===== src/rtl/decode_stage.sv =====
// Decode stage: register file with write-through bypass, R/I/J decode, and an
// output register backed by one skid entry. Held ops snoop writebacks so that
// their operands never go stale while they wait for the ALU.
module decode_stage (
  input  logic        clk,
  input  logic        rst,
  input  logic        in_valid,
  output logic        in_ready,
  input  logic [31:0] in_instr,
  input  logic [31:0] in_pc,
  input  logic        wb_en,
  input  logic [4:0]  wb_addr,
  input  logic [31:0] wb_data,
  output logic        out_valid,
  input  logic        out_ready,
  output logic [1:0]  out_class,
  output logic [31:0] out_op1,
  output logic [31:0] out_op2,
  output logic [5:0]  out_func,
  output logic [25:0] out_target,
  output logic [31:0] out_pc,
  output logic [4:0]  out_dest,
  output logic [7:0]  illegal_cnt
);

  localparam logic [1:0] ClsR       = 2'b00;
  localparam logic [1:0] ClsI       = 2'b01;
  localparam logic [1:0] ClsJ       = 2'b10;
  localparam logic [1:0] ClsIllegal = 2'b11;

  localparam logic [5:0] OpSpecial = 6'b000000;
  localparam logic [5:0] OpJ       = 6'b000010;
  localparam logic [5:0] OpAddi    = 6'b001000;
  localparam logic [5:0] OpSlti    = 6'b001010;
  localparam logic [5:0] Op1a      = 6'b011010;
  localparam logic [5:0] OpAndi    = 6'b001100;
  localparam logic [5:0] OpOri     = 6'b001101;

  // One buffered op. rs/rt and the snoop flags travel with it so a held op
  // can pick up later writebacks to its source registers.
  typedef struct packed {
    logic [1:0]  cls;
    logic [31:0] op1;
    logic [31:0] op2;
    logic [5:0]  func;
    logic [25:0] target;
    logic [31:0] pc;
    logic [4:0]  dest;
    logic [4:0]  rs;
    logic [4:0]  rt;
    logic        snoop_rs;
    logic        snoop_rt;
  } op_t;

  // Replace operands whose source register is being written this cycle.
  function automatic op_t snoop(input op_t e, input logic en, input logic [4:0] a,
                                input logic [31:0] d);
    op_t r;
    r = e;
    if (en && a != 5'd0) begin
      if (e.snoop_rs && e.rs == a) r.op1 = d;
      if (e.snoop_rt && e.rt == a) r.op2 = d;
    end
    return r;
  endfunction

  logic [31:0] rf [32];
  logic        out_valid_q, out_valid_d;
  logic        skid_valid_q, skid_valid_d;
  op_t         out_q, out_d, skid_q, skid_d;
  op_t         out_snp, skid_snp, dec;
  logic [7:0]  illegal_cnt_q, illegal_cnt_d;
  logic        accept, issue;

  logic [5:0]  opcode, funct;
  logic [4:0]  rs, rt, rd;
  logic [15:0] imm;
  logic [31:0] rs_val, rt_val;

  assign opcode = in_instr[31:26];
  assign rs     = in_instr[25:21];
  assign rt     = in_instr[20:16];
  assign rd     = in_instr[15:11];
  assign funct  = in_instr[5:0];
  assign imm    = in_instr[15:0];

  // r0 reads as zero; a same-cycle writeback is forwarded
  assign rs_val = (rs == 5'd0) ? 32'd0 :
                  (wb_en && wb_addr == rs) ? wb_data : rf[rs];
  assign rt_val = (rt == 5'd0) ? 32'd0 :
                  (wb_en && wb_addr == rt) ? wb_data : rf[rt];

  assign in_ready = ~skid_valid_q & ~rst;
  assign accept   = in_valid & in_ready;
  assign issue    = out_valid_q & out_ready;

  assign out_snp  = snoop(out_q, wb_en, wb_addr, wb_data);
  assign skid_snp = snoop(skid_q, wb_en, wb_addr, wb_data);

  // Decode the incoming instruction into a buffer entry
  always_comb begin
    dec        = '0;
    dec.pc     = in_pc;
    dec.rs     = rs;
    dec.rt     = rt;
    dec.cls    = ClsIllegal;
    case (opcode)
      OpSpecial: begin
        case (funct)
          6'b100000, 6'b100010, 6'b100001, 6'b100011, 6'b100100,
          6'b100101, 6'b000000, 6'b000010, 6'b101010: begin
            dec.cls      = ClsR;
            dec.op1      = rs_val;
            dec.op2      = rt_val;
            dec.func     = funct;
            dec.dest     = rd;
            dec.snoop_rs = 1'b1;
            dec.snoop_rt = 1'b1;
          end
          default: ;
        endcase
      end
      OpAddi, Op1a, OpSlti: begin
        dec.cls      = ClsI;
        dec.op1      = rs_val;
        dec.op2      = {{16{imm[15]}}, imm};
        dec.func     = opcode;
        dec.dest     = rt;
        dec.snoop_rs = 1'b1;
      end
      OpAndi, OpOri: begin
        dec.cls      = ClsI;
        dec.op1      = rs_val;
        dec.op2      = {16'd0, imm};
        dec.func     = opcode;
        dec.dest     = rt;
        dec.snoop_rs = 1'b1;
      end
      OpJ: begin
        dec.cls    = ClsJ;
        dec.target = in_instr[25:0];
      end
      default: ;
    endcase
  end

  // Output/skid next state: fill the output when it empties, else park in skid
  always_comb begin
    out_valid_d  = out_valid_q;
    out_d        = out_snp;
    skid_valid_d = skid_valid_q;
    skid_d       = skid_snp;
    if (!out_valid_q || issue) begin
      if (skid_valid_q) begin
        out_valid_d  = 1'b1;
        out_d        = skid_snp;
        skid_valid_d = 1'b0;
      end else if (accept) begin
        out_valid_d = 1'b1;
        out_d       = dec;
      end else begin
        out_valid_d = 1'b0;
      end
    end else if (accept) begin
      skid_valid_d = 1'b1;
      skid_d       = dec;
    end
  end

  // Saturating count of accepted illegal instructions
  always_comb begin
    illegal_cnt_d = illegal_cnt_q;
    if (accept && dec.cls == ClsIllegal && illegal_cnt_q != 8'd255) begin
      illegal_cnt_d = illegal_cnt_q + 8'd1;
    end
  end

  // Pipeline state with synchronous reset
  always_ff @(posedge clk) begin
    if (rst) begin
      out_valid_q   <= 1'b0;
      out_q         <= '0;
      skid_valid_q  <= 1'b0;
      skid_q        <= '0;
      illegal_cnt_q <= 8'd0;
    end else begin
      out_valid_q   <= out_valid_d;
      out_q         <= out_d;
      skid_valid_q  <= skid_valid_d;
      skid_q        <= skid_d;
      illegal_cnt_q <= illegal_cnt_d;
    end
  end

  // Register file; writes to r0 are dropped
  always_ff @(posedge clk) begin
    if (rst) begin
      for (int i = 0; i < 32; i++) rf[i] <= 32'd0;
    end else if (wb_en && wb_addr != 5'd0) begin
      rf[wb_addr] <= wb_data;
    end
  end

  assign out_valid   = out_valid_q;
  assign out_class   = out_q.cls;
  assign out_op1     = out_q.op1;
  assign out_op2     = out_q.op2;
  assign out_func    = out_q.func;
  assign out_target  = out_q.target;
  assign out_pc      = out_q.pc;
  assign out_dest    = out_q.dest;
  assign illegal_cnt = illegal_cnt_q;

endmodule


===== config.mk =====
export PLATFORM = sky130hd
export DESIGN_NAME = decode_stage
export DESIGN_NICKNAME = d
export VERILOG_FILES = /design/src/rtl/decode_stage.sv
export SDC_FILE = /design/constraint.sdc
export NUM_CORES = 2
export LEC_CHECK = 0
export ABC_AREA = 1
export BUFFER_PORTS_ARGS = -buffer_cell sky130_fd_sc_hd__buf_4
export CORE_MARGIN = 4
export CORE_UTILIZATION = 40
export CTS_CLUSTER_SIZE = 8
export DETAILED_ROUTE_END_ITERATION = 16
export SLEW_MARGIN = 10
export SYNTH_ARGS = -nofsm -noshare
export SYNTH_HDL_FRONTEND = slang
export SYNTH_SLANG_ARGS = --single-unit
export TNS_END_PERCENT = 50

===== constraint.sdc =====
create_clock -name clk -period 8 [get_ports clk]
set_clock_uncertainty 0.2 [all_clocks]
set_input_delay 2 -clock clk [delete_from_list [all_inputs] [get_ports clk]]
set_output_delay 2 -clock clk [all_outputs]
set_load 0.01 [all_outputs]

==> impl_metrics.ini <==
[outcome]
status = finished clean

[clock_tree]
cts_made_buffers = 183
clkTransAtPathRegs_ps = 60
clock-root-buffer = clkbuf_16
cts_setup_buffers = 0
cts_tree = yes
clk_latency_ps = 830
cts_hold_buf = 0
cts_sinks = 1328
clk_path_buf_depth = 3
h-tree-depth = 4
cts.repair.resized = 0

[floorplan]
io_pins = 251
fp-row-count = 156
die_w_microns = 434
dieArea_sq_um = 188000
dieHeight_microns = 434
fp.coreArea_sq_um = 181000
initial_core_util_pct = 40.2

[detailed_routing]
dr_wl_met3_microns = 30900
vias = 67600
route.met2.wl_microns = 130000
post_drt_wl_per_cell_microns = 24.9
drtIter0Drc = 9509
antenna_left = 0
drc = 0
top_layer = met4
wl_microns = 288000
drt-met1-wl_microns = 108000
dr.pass1.iters = 7
vias_per_cell = 5.84

[placement]
io_buffers = 250
dp_hpwl_microns = 165000
gp_congestion = 0.900
dp.cells = 11300

[yosys]
synthCells = 9431
syn_area_per_cell_sq_um = 7.70
post-synth-top-count-cell = nand2_1
ys_warn_count = 0
synth-main-ff-cell = edfxtp_1
synth_top_area_share_pct = 42.3
async_flop_share_pct = 0
synth-edff-count = 1024
synth_area_leaders = edfxtp_1 42%, nand2_1 13%, dfxtp_1 8.4%, nor2_1 7.7%, nand3_1 6.2%
syn_area_sq_um = 72600
yosysSeqAreaShare_pct = 50.7
yosysTopAreaCell = edfxtp_1
synth.distinct_cells = 46
synthTopCellsByCount = 2561 x nand2_1, 1498 x nor2_1, 1024 x edfxtp_1, 903 x nand3_1, 591 x a21oi_1
synth_seq_cells = 1328

[sta]
period_share_pct = 67.7
slew_violations = 0
worst_pin_slew_ps = 1340
timing.fmax_ghz = 0.185
final.setup.tns_ps = 0
setup_viol = 0
slew_headroom_pct = 10.2
rsz0062_at_grt = false
hold_violations = 0
period_minus_slack_ps = 5420

[critical_path]
startpoint_type = input port
required_ps = 8510
path_max_fanout = 85
crit_type = in -> reg
arrival_ps = 5930
worstSetupEndpointType = register

[finish]
layout-drive-gt1-share_pct = 8.09
seqCellArea_sq_um = 36800
n_fill_cell = 17800
syn_to_final_growth_pct = 9.98
instances_no_fill = 11600
final_nets = 9251
multiInputGateArea_sq_um = 29500

[job]
drv_cap = 0

[pwr]
p_leak_nw = 33.4
power_density_nw_per_um2 = 216
vdd_drop_max_mv = 0.198

[grt]
grt.overflow.total = 0
grt_max_degree = 204
antenna_found_initial = 4
grt_pass1_wl_microns = 418000
track_usage_pct = 29.5
grt_pass1_vias = 63600

[worst_hold_path]
hold_class = reg -> reg
-- worst paths after layout --
| check | startpoint | to | slack [ps] | cells past startpoint |
|---|---|---|---|---|
| setup / recovery | in_instr[17] | out_op2[11] | 2580 | 13 |
| hold / removal | skid_q[57] | skid_q[57] | 270 | 1 |
| setup reg to reg | skid_valid_q | out_op1[20] | 3930 | 9 |
| hold reg to reg | skid_q[57] | skid_q[57] | 270 | 1 |
-- power by group --
part / internal [W] / leakage (nW) / total (W) / switching, W
clock: 0.00414 / 2.42 / 0.00717 / 0.00304
sequential: 0.00778 / 12.2 / 0.00794 / 0.000165
combinational: 0.000547 / 18.7 / 0.00215 / 0.00160
-- kinds of logic (layout without fill, tap and decap cells) --
kind of cell,Yosys count,after routing,synth area share [%]
DFF,1328,1328,50.7
buffers and inverters,1514,1261,9.08
and+or+nand+nor,5127,5127,28.7
adders and majority gates,1,1,0.0172
xor gates and xnor gates,16,16,0.203
other,1,35,0.00516
AOI/OAI and AO/OA,1444,1444,11.3
-- metrics by stage --
step                      power [W]  hold WS [ps]  util [%]  setup slack (ps)  instance area, sq um
after floorplan             0.00933           240         -              3530                 72800
after global placement       0.0101           248      41.4              1910                 74900
after detailed placement     0.0102           255      41.4              1900                 74900
after CTS                    0.0172           268      44.2              2770                 79900
after global routing         0.0178           282      44.2              2400                 79900
final                        0.0173           266      44.2              2580                 79900
-- metal layers --
metal | track usage [%] | vias to the layer above
li1 | - | 30300
met4 | 17.6 | 0
met2 | 46.4 | 4331
met1 | 38.0 | 32100
met5 | 0 | -
met3 | 5.58 | 898
-- cells in the final DEF (no fill, tap or decap), drive strengths merged, types with 237 or more instances in the layout --
| cell | instances |
|---|---|
| inv | 579 |
| nor2 | 1508 |
| nand3 | 908 |
| buf | 408 |
| clkbuf | 237 |
| dfxtp | 304 |
| a21oi | 592 |
| nand2 | 2562 |
| o21ai | 536 |
| edfxtp | 1024 |
-- final cells by class --
| type | instances | share of cell area, % |
|---|---|---|
| sequential | 1328 | 46.1 |
| multi-input combinational | 6620 | 36.9 |
| clock buffer | 236 | 6.01 |
| timing repair buffer | 409 | 4.10 |
| tap | 2370 | 3.71 |
| inverter | 602 | 2.86 |
| clock inverter | 14 | 0.269 |
| antenna | 3 | 0.00940 |
-- registers in the layout, summed over array words and instances (netlist names) --
signal	count
rf	1024
skid_q	147
out_op1	32
out_op2	32
out_pc	32
out_target	26
out_q	12
illegal_cnt	8
out_func	6
out_dest	5
out_class	2
out_valid	1
skid_valid_q	1
-- worst max-delay path, stage by stage --
cell and delay [ps]:
buf_6 590, buf_12 560, xor2_1 150, a21oi_1 180, nand3_2 740, inv_2 1010
a21oi_1 150, nand2_1 110, nand2_1 60, nand2_1 60, nand2_1 60, nand2_1 50
nand2_1 50
(Power assumes the default switching activity.)
